==> src/rtl/buzzer_sequencer_if.sv <==
// buzzer_sequencer_if: CPU write/flush port, FIFO status and buzzer command port of buzzer_sequencer.
interface buzzer_sequencer_if #(
    parameter int DEPTH = 8,
    parameter int DUR_W = 8
);
    logic                     wr_en;
    logic [DUR_W+5:0]         wr_data;
    logic                     flush;
    logic                     full;
    logic [$clog2(DEPTH):0]   level;
    logic                     overflow;
    logic                     busy;
    logic [23:0]              cmd_out;
    logic                     cmd_start;
    logic                     done;
    modport master (output wr_en, wr_data, flush, input full, level, overflow, busy, cmd_out, cmd_start, done);
    modport slave  (input wr_en, wr_data, flush, output full, level, overflow, busy, cmd_out, cmd_start, done);
endinterface

==> src/rtl/buzzer_sequencer.sv <==
// buzzer_sequencer: queues {dur, note} pairs and plays them as buzzer SET/STOP command strobes.
module buzzer_sequencer #(
    parameter int DEPTH    = 8,
    parameter int TICK_DIV = 50000,
    parameter int DUR_W    = 8
) (
    input logic               clk,
    input logic               rst,
    buzzer_sequencer_if.slave bus
);
    localparam int AW = $clog2(DEPTH);
    localparam int PW = $clog2(TICK_DIV);
    localparam logic [1:0] IDLE = 2'd0, LOAD = 2'd1, PLAY = 2'd2, STOP = 2'd3;
    logic [1:0]       state, state_n;
    logic [DUR_W+5:0] mem [DEPTH];
    logic [AW-1:0]    rd_ptr, wr_ptr;
    logic [AW:0]      level, level_n;
    logic [PW-1:0]    presc;
    logic [DUR_W-1:0] dur_cnt, head_dur;
    logic [DUR_W+5:0] head;
    logic             pop, push, wrap;
    assign head     = mem[rd_ptr];
    assign head_dur = head[DUR_W+5:6];
    assign pop      = (state == LOAD) && (level != '0);
    assign push     = bus.wr_en && !bus.flush && ((level < (AW+1)'(DEPTH)) || pop);
    assign wrap     = presc == PW'(TICK_DIV - 1);
    assign level_n  = bus.flush ? '0 : level + (AW+1)'(push) - (AW+1)'(pop);
    assign bus.level = level;
    always_comb begin
        state_n = IDLE;
        case (state)
            IDLE: state_n = (level != '0 && !bus.flush) ? LOAD : IDLE;
            LOAD: state_n = bus.flush ? STOP : (head_dur != '0) ? PLAY : (level_n != '0) ? LOAD : STOP;
            PLAY: state_n = bus.flush ? STOP : (wrap && dur_cnt == DUR_W'(1)) ? ((level_n != '0) ? LOAD : STOP) : PLAY;
            default: state_n = IDLE;
        endcase
    end
    always_ff @(posedge clk) begin
        if (push)
            mem[wr_ptr] <= bus.wr_data;
    end
    // busy reflects the pre-edge state, so it drops one cycle after the STOP strobe
    always_ff @(posedge clk or posedge rst) begin
        if (rst) begin
            state         <= IDLE;
            rd_ptr        <= '0;
            wr_ptr        <= '0;
            level         <= '0;
            presc         <= '0;
            dur_cnt       <= '0;
            bus.full      <= 1'b0;
            bus.overflow  <= 1'b0;
            bus.busy      <= 1'b0;
            bus.cmd_out   <= '0;
            bus.cmd_start <= 1'b0;
            bus.done      <= 1'b0;
        end else begin
            state         <= state_n;
            level         <= level_n;
            rd_ptr        <= bus.flush ? '0 : rd_ptr + AW'(pop);
            wr_ptr        <= bus.flush ? '0 : wr_ptr + AW'(push);
            presc         <= (state == PLAY && !wrap) ? presc + PW'(1) : '0;
            dur_cnt       <= pop ? head_dur : (state == PLAY && wrap) ? dur_cnt - DUR_W'(1) : dur_cnt;
            bus.full      <= level_n == (AW+1)'(DEPTH);
            bus.overflow  <= !bus.flush && (bus.overflow || (bus.wr_en && !push));
            bus.busy      <= (state != IDLE) || (level != '0);
            bus.cmd_start <= (pop && head_dur != '0) || state == STOP;
            bus.cmd_out   <= (pop && head_dur != '0) ? {8'd1, 10'd0, head[5:0]} : (state == STOP) ? {8'd2, 16'd0} : '0;
            bus.done      <= state == STOP;
        end
    end
endmodule
==> src/flat_wrapper.sv <==
// flat-port wrapper written by rule: the top's interface ports become plain ports
module buzzer_sequencer_flat 
#(
    parameter int DEPTH    = 8,
    parameter int TICK_DIV = 50000,
    parameter int DUR_W    = 8
)
  (clk, rst, bus_wr_en, bus_wr_data, bus_flush, bus_full, bus_level, bus_overflow, bus_busy, bus_cmd_out, bus_cmd_start, bus_done);
  buzzer_sequencer_if #(.DEPTH(DEPTH), .DUR_W(DUR_W)) bus_i ();
  input logic clk;
  input logic rst;
  input wire logic [$bits(bus_i.wr_en)-1:0] bus_wr_en;
  input wire logic [$bits(bus_i.wr_data)-1:0] bus_wr_data;
  input wire logic [$bits(bus_i.flush)-1:0] bus_flush;
  output wire logic [$bits(bus_i.full)-1:0] bus_full;
  output wire logic [$bits(bus_i.level)-1:0] bus_level;
  output wire logic [$bits(bus_i.overflow)-1:0] bus_overflow;
  output wire logic [$bits(bus_i.busy)-1:0] bus_busy;
  output wire logic [$bits(bus_i.cmd_out)-1:0] bus_cmd_out;
  output wire logic [$bits(bus_i.cmd_start)-1:0] bus_cmd_start;
  output wire logic [$bits(bus_i.done)-1:0] bus_done;
  assign bus_i.wr_en = bus_wr_en;
  assign bus_i.wr_data = bus_wr_data;
  assign bus_i.flush = bus_flush;
  assign bus_full = bus_i.full;
  assign bus_level = bus_i.level;
  assign bus_overflow = bus_i.overflow;
  assign bus_busy = bus_i.busy;
  assign bus_cmd_out = bus_i.cmd_out;
  assign bus_cmd_start = bus_i.cmd_start;
  assign bus_done = bus_i.done;
  buzzer_sequencer #(.DEPTH(DEPTH), .TICK_DIV(TICK_DIV), .DUR_W(DUR_W)) u_core (.clk(clk), .rst(rst), .bus(bus_i));
endmodule
==> config.mk <==
export PLATFORM = sky130hd
export DESIGN_NAME = buzzer_sequencer_flat
export DESIGN_NICKNAME = d
export VERILOG_FILES = /design/src/rtl/buzzer_sequencer_if.sv /design/src/rtl/buzzer_sequencer.sv /design/src/flat_wrapper.sv
export SDC_FILE = /design/constraint.sdc
export NUM_CORES = 1
export LEC_CHECK = 0
export CAP_MARGIN = 20
export CORE_MARGIN = 2
export CORE_UTILIZATION = 50
export DETAILED_ROUTE_END_ITERATION = 12
export PLACE_DENSITY = 0.67
export SYNTH_ARGS = -nofsm -noshare
export SYNTH_HDL_FRONTEND = slang
export SYNTH_SLANG_ARGS = --single-unit
==> constraint.sdc <==
create_clock -name clk -period 7.55 [get_ports clk]
set_input_delay 2.265 -clock clk [delete_from_list [all_inputs] [get_ports clk]]
set_output_delay 2.265 -clock clk [all_outputs]
set_load 0.02 [all_outputs]
==> results.cfg <==
[worst_setup_path]
crit_type = in -> reg
worstPathRequired_ns = 7.87
crit_path_cell_trace = clkdlybuf4s50_1 -> nand2b_1 -> a21oi_1 -> ha_1 -> fa_1 -> o21bai_1 -> o21ai_0 -> a211oi_1 -> nor4_2 -> nor4_1
crit_path_end_kind = flip-flop
cpPeakStageDelay_ns = 0.73
arrival_ns = 5.32
critPathMaxFanout = 18
cp-start-kind = primary input
critical-path-slowest-cell = clkdlybuf4s50_1

[placed_design]
gp_congestion = 0.803
place.detailed.hpwl_um = 7650
placedCellCount = 623
io_buffer_count = 34

[global_routing]
antenna_found_initial = 0
grt_overflow_total = 0
grt_pass1_vias = 3637
grtUsageTotal_pct = 18.2
grt_pass1_wl_um = 19300
grt_start_max_net_pins = 49

[finish]
fillers = 1049
layout.cells.non_filler = 656
final_cell_mix = edfxtp_1, dfrtp_1, nor2_1
syn2layout_area_growth_pct = 16.4
nNetsFinal = 497
drive_gt1_share_pct = 17.3
final_common_cell = edfxtp_1
diodes = 0

[timing]
max_clock_freq_ghz = 0.200
skew_ns = 0.00643
period_share_pct = 66.2
slew_viol_final = 0
fin_hold_ws_ns = 0.455
relSlewSlack_pct = 35.4
finalCriticalPeriod_ns = 5.00
hold_viol = 0
fin_setup_tns_ns = 0
rsz0062_at_grt = false
worst_slew_pin_slew_ns = 0.968
setup_violations = 0

[die]
start_util_pct = 51.0
ios = 51
num_rows = 42
die_y_um = 120
coreArea_um2 = 13200
die-area_um2 = 14500
die_x_um = 120

[pwr]
power_mw = 2.47
power.density_nw_per_um2 = 314
ir_drop_mv = 0.253
leakagePower_nw = 2.82

[synth]
synth_edf_count = 112
synth-async-reset-ratio_pct = 30.0
ys_seq_area_share_pct = 67.6
syn_area_um2 = 6760
ys_ff_latch = 160
synth_top_flop_cell = edfxtp_1
avgSynthCellArea_um2 = 16.1
synth_warnings = 0
synth.distinct_cells = 56
syn-instance-count = 420

[route]
routed_wl_um = 11800
drtIter0Drc = 327
vias = 3546
routedWlPerCell_um = 18.0
vias_per_cell = 5.41
dr.pass1.iters = 4
detail_route.drc_violations = 0
antenna_left = 0

[clock_tree]
numClockSinks = 160
cts_tree = yes
cts.htree.levels = 4
clk_pin_slew_ns = 0.06
clockBufferDepth = 2
post-cts-setup-buffers = 0
cts_made_buffers = 17
clock_latency_ns = 0.42
cts_hold_buf = 0
cts-resized-gates = 0
cts_root_buffer = clkbuf_16

[outcome]
status = finished, final reports clean

[flow_run]
cap_violations = 0

[worst_hold_path]
hold_path.class = reg -> reg
## cells in the mapped netlist (all sizes together) (3+ instances only)
| master | number | share of area [%] |
|---|---|---|
| nand3 | 5 | 0.44 |
| dfrtp | 48 | 18 |
| nand2b | 6 | 0.56 |
| nor2b | 7 | 0.65 |
| buf | 27 | 2.9 |
| inv | 11 | 0.61 |
| mux2i | 14 | 2.4 |
| nand2 | 16 | 0.89 |
| mux4 | 28 | 9.4 |
| nor4 | 4 | 0.46 |
| nor4bb | 3 | 0.44 |
| clkbuf | 4 | 0.22 |
| and3 | 4 | 0.37 |
| nor2 | 44 | 2.4 |
| a21o | 4 | 0.44 |
| nand4 | 7 | 0.96 |
| xnor2 | 11 | 1.4 |
| nor3 | 6 | 0.44 |
| a21oi | 7 | 0.52 |
| o21ai | 8 | 0.81 |
| xor2 | 6 | 0.78 |
| edfxtp | 112 | 50 |
| ha | 10 | 1.9 |
| or3 | 3 | 0.28 |
## cell families after synthesis
group | Yosys count | synth area share [%]
and+or+nand+nor | 115 | 9.17
AOI/OAI and AO/OA | 31 | 3.20
buffers and inverters | 42 | 3.76
other | 1 | 0.0555
xor gates and xnor gates | 17 | 2.20
muxes | 43 | 11.9
adders and majority gates | 11 | 2.15
DFF | 160 | 67.6
## worst max-delay path: cells and delay by family
kind | cells | cell delay [ns]
AND/OR/NAND/NOR | 3 | 0.62
buffers and inverters | 1 | 0.73
AO/OA/AOI/OAI | 4 | 1.01
adder cells (fa/ha/maj) | 2 | 0.70
## routing by layer
layer	share of wire (%)	vias up	wire, um	global-route usage, %
met3	3.4	17	406	4.06
met4	1.7	0	206	8.28
met2	47	74	5580	28.0
met5	0	-	0	0
met1	48	1809	5620	25.0
li1	-	1646	-	-
## through the flow
step | cell area, um2 | setup WS, ns | utilization, %
floorplan | 6810 | 3.38 | -
global placement | 7230 | 2.25 | 54.6
detailed placement | 7240 | 2.11 | 54.7
CTS | 7830 | 2.56 | 59.1
global route | 7870 | 2.24 | 59.4
finish | 7870 | 2.55 | 59.4
## state kept, by name, summed over array words and instances, names as in the netlist
| register | flops |
|---|---|
| u_core.bus.busy | 1 |
| u_core.bus.cmd_out | 7 |
| u_core.bus.cmd_start | 1 |
| u_core.bus.done | 1 |
| u_core.bus.full | 1 |
| u_core.bus.level | 4 |
| u_core.bus.overflow | 1 |
| u_core.dur_cnt | 8 |
| u_core.mem | 112 |
| u_core.presc | 16 |
| u_core.rd_ptr | 3 |
| u_core.state | 2 |
| u_core.wr_ptr | 3 |
## power by group
group / leakage, nW / total [mW] / switching [mW] / internal, mW
combinational: 0.881 / 0.533 / 0.285 / 0.248
sequential: 1.65 / 1.09 / 0.0697 / 1.02
clock: 0.286 / 0.852 / 0.335 / 0.517
total: 2.82 / 2.47 / 0.689 / 1.78
## worst paths after layout
path | slack (ns) | start | cells after the start | to
max | 2.55 | bus_flush | 10 | u_core.state[1]$_DFF_PP0_
min | 0.46 | u_core.presc[0]$_DFF_PP0_ | 1 | u_core.presc[0]$_DFF_PP0_
max reg2reg | 3.89 | u_core.bus.level[3]$_DFF_PP0_ | 12 | u_core.state[1]$_DFF_PP0_
min reg2reg | 0.46 | u_core.presc[0]$_DFF_PP0_ | 1 | u_core.presc[0]$_DFF_PP0_
max in group asynchronous | 4.97 | rst | 3 | u_core.rd_ptr[0]$_DFF_PP0_
min in group asynchronous | 2.09 | rst | 2 | u_core.bus.full$_DFF_PP0_
## area by class of cell
cell class	count	area [um2]	area share (%)
Sequential cell	160	4570	58.0
Multi-Input combinational cell	233	2000	25.5
Tap cell	176	220	2.80
Clock buffer	17	425	5.41
Inverter	11	41.3	0.525
Clock inverter	14	163	2.07
Timing Repair Buffer	45	448	5.69
Note: power is estimated with default switching activity, not from simulation.
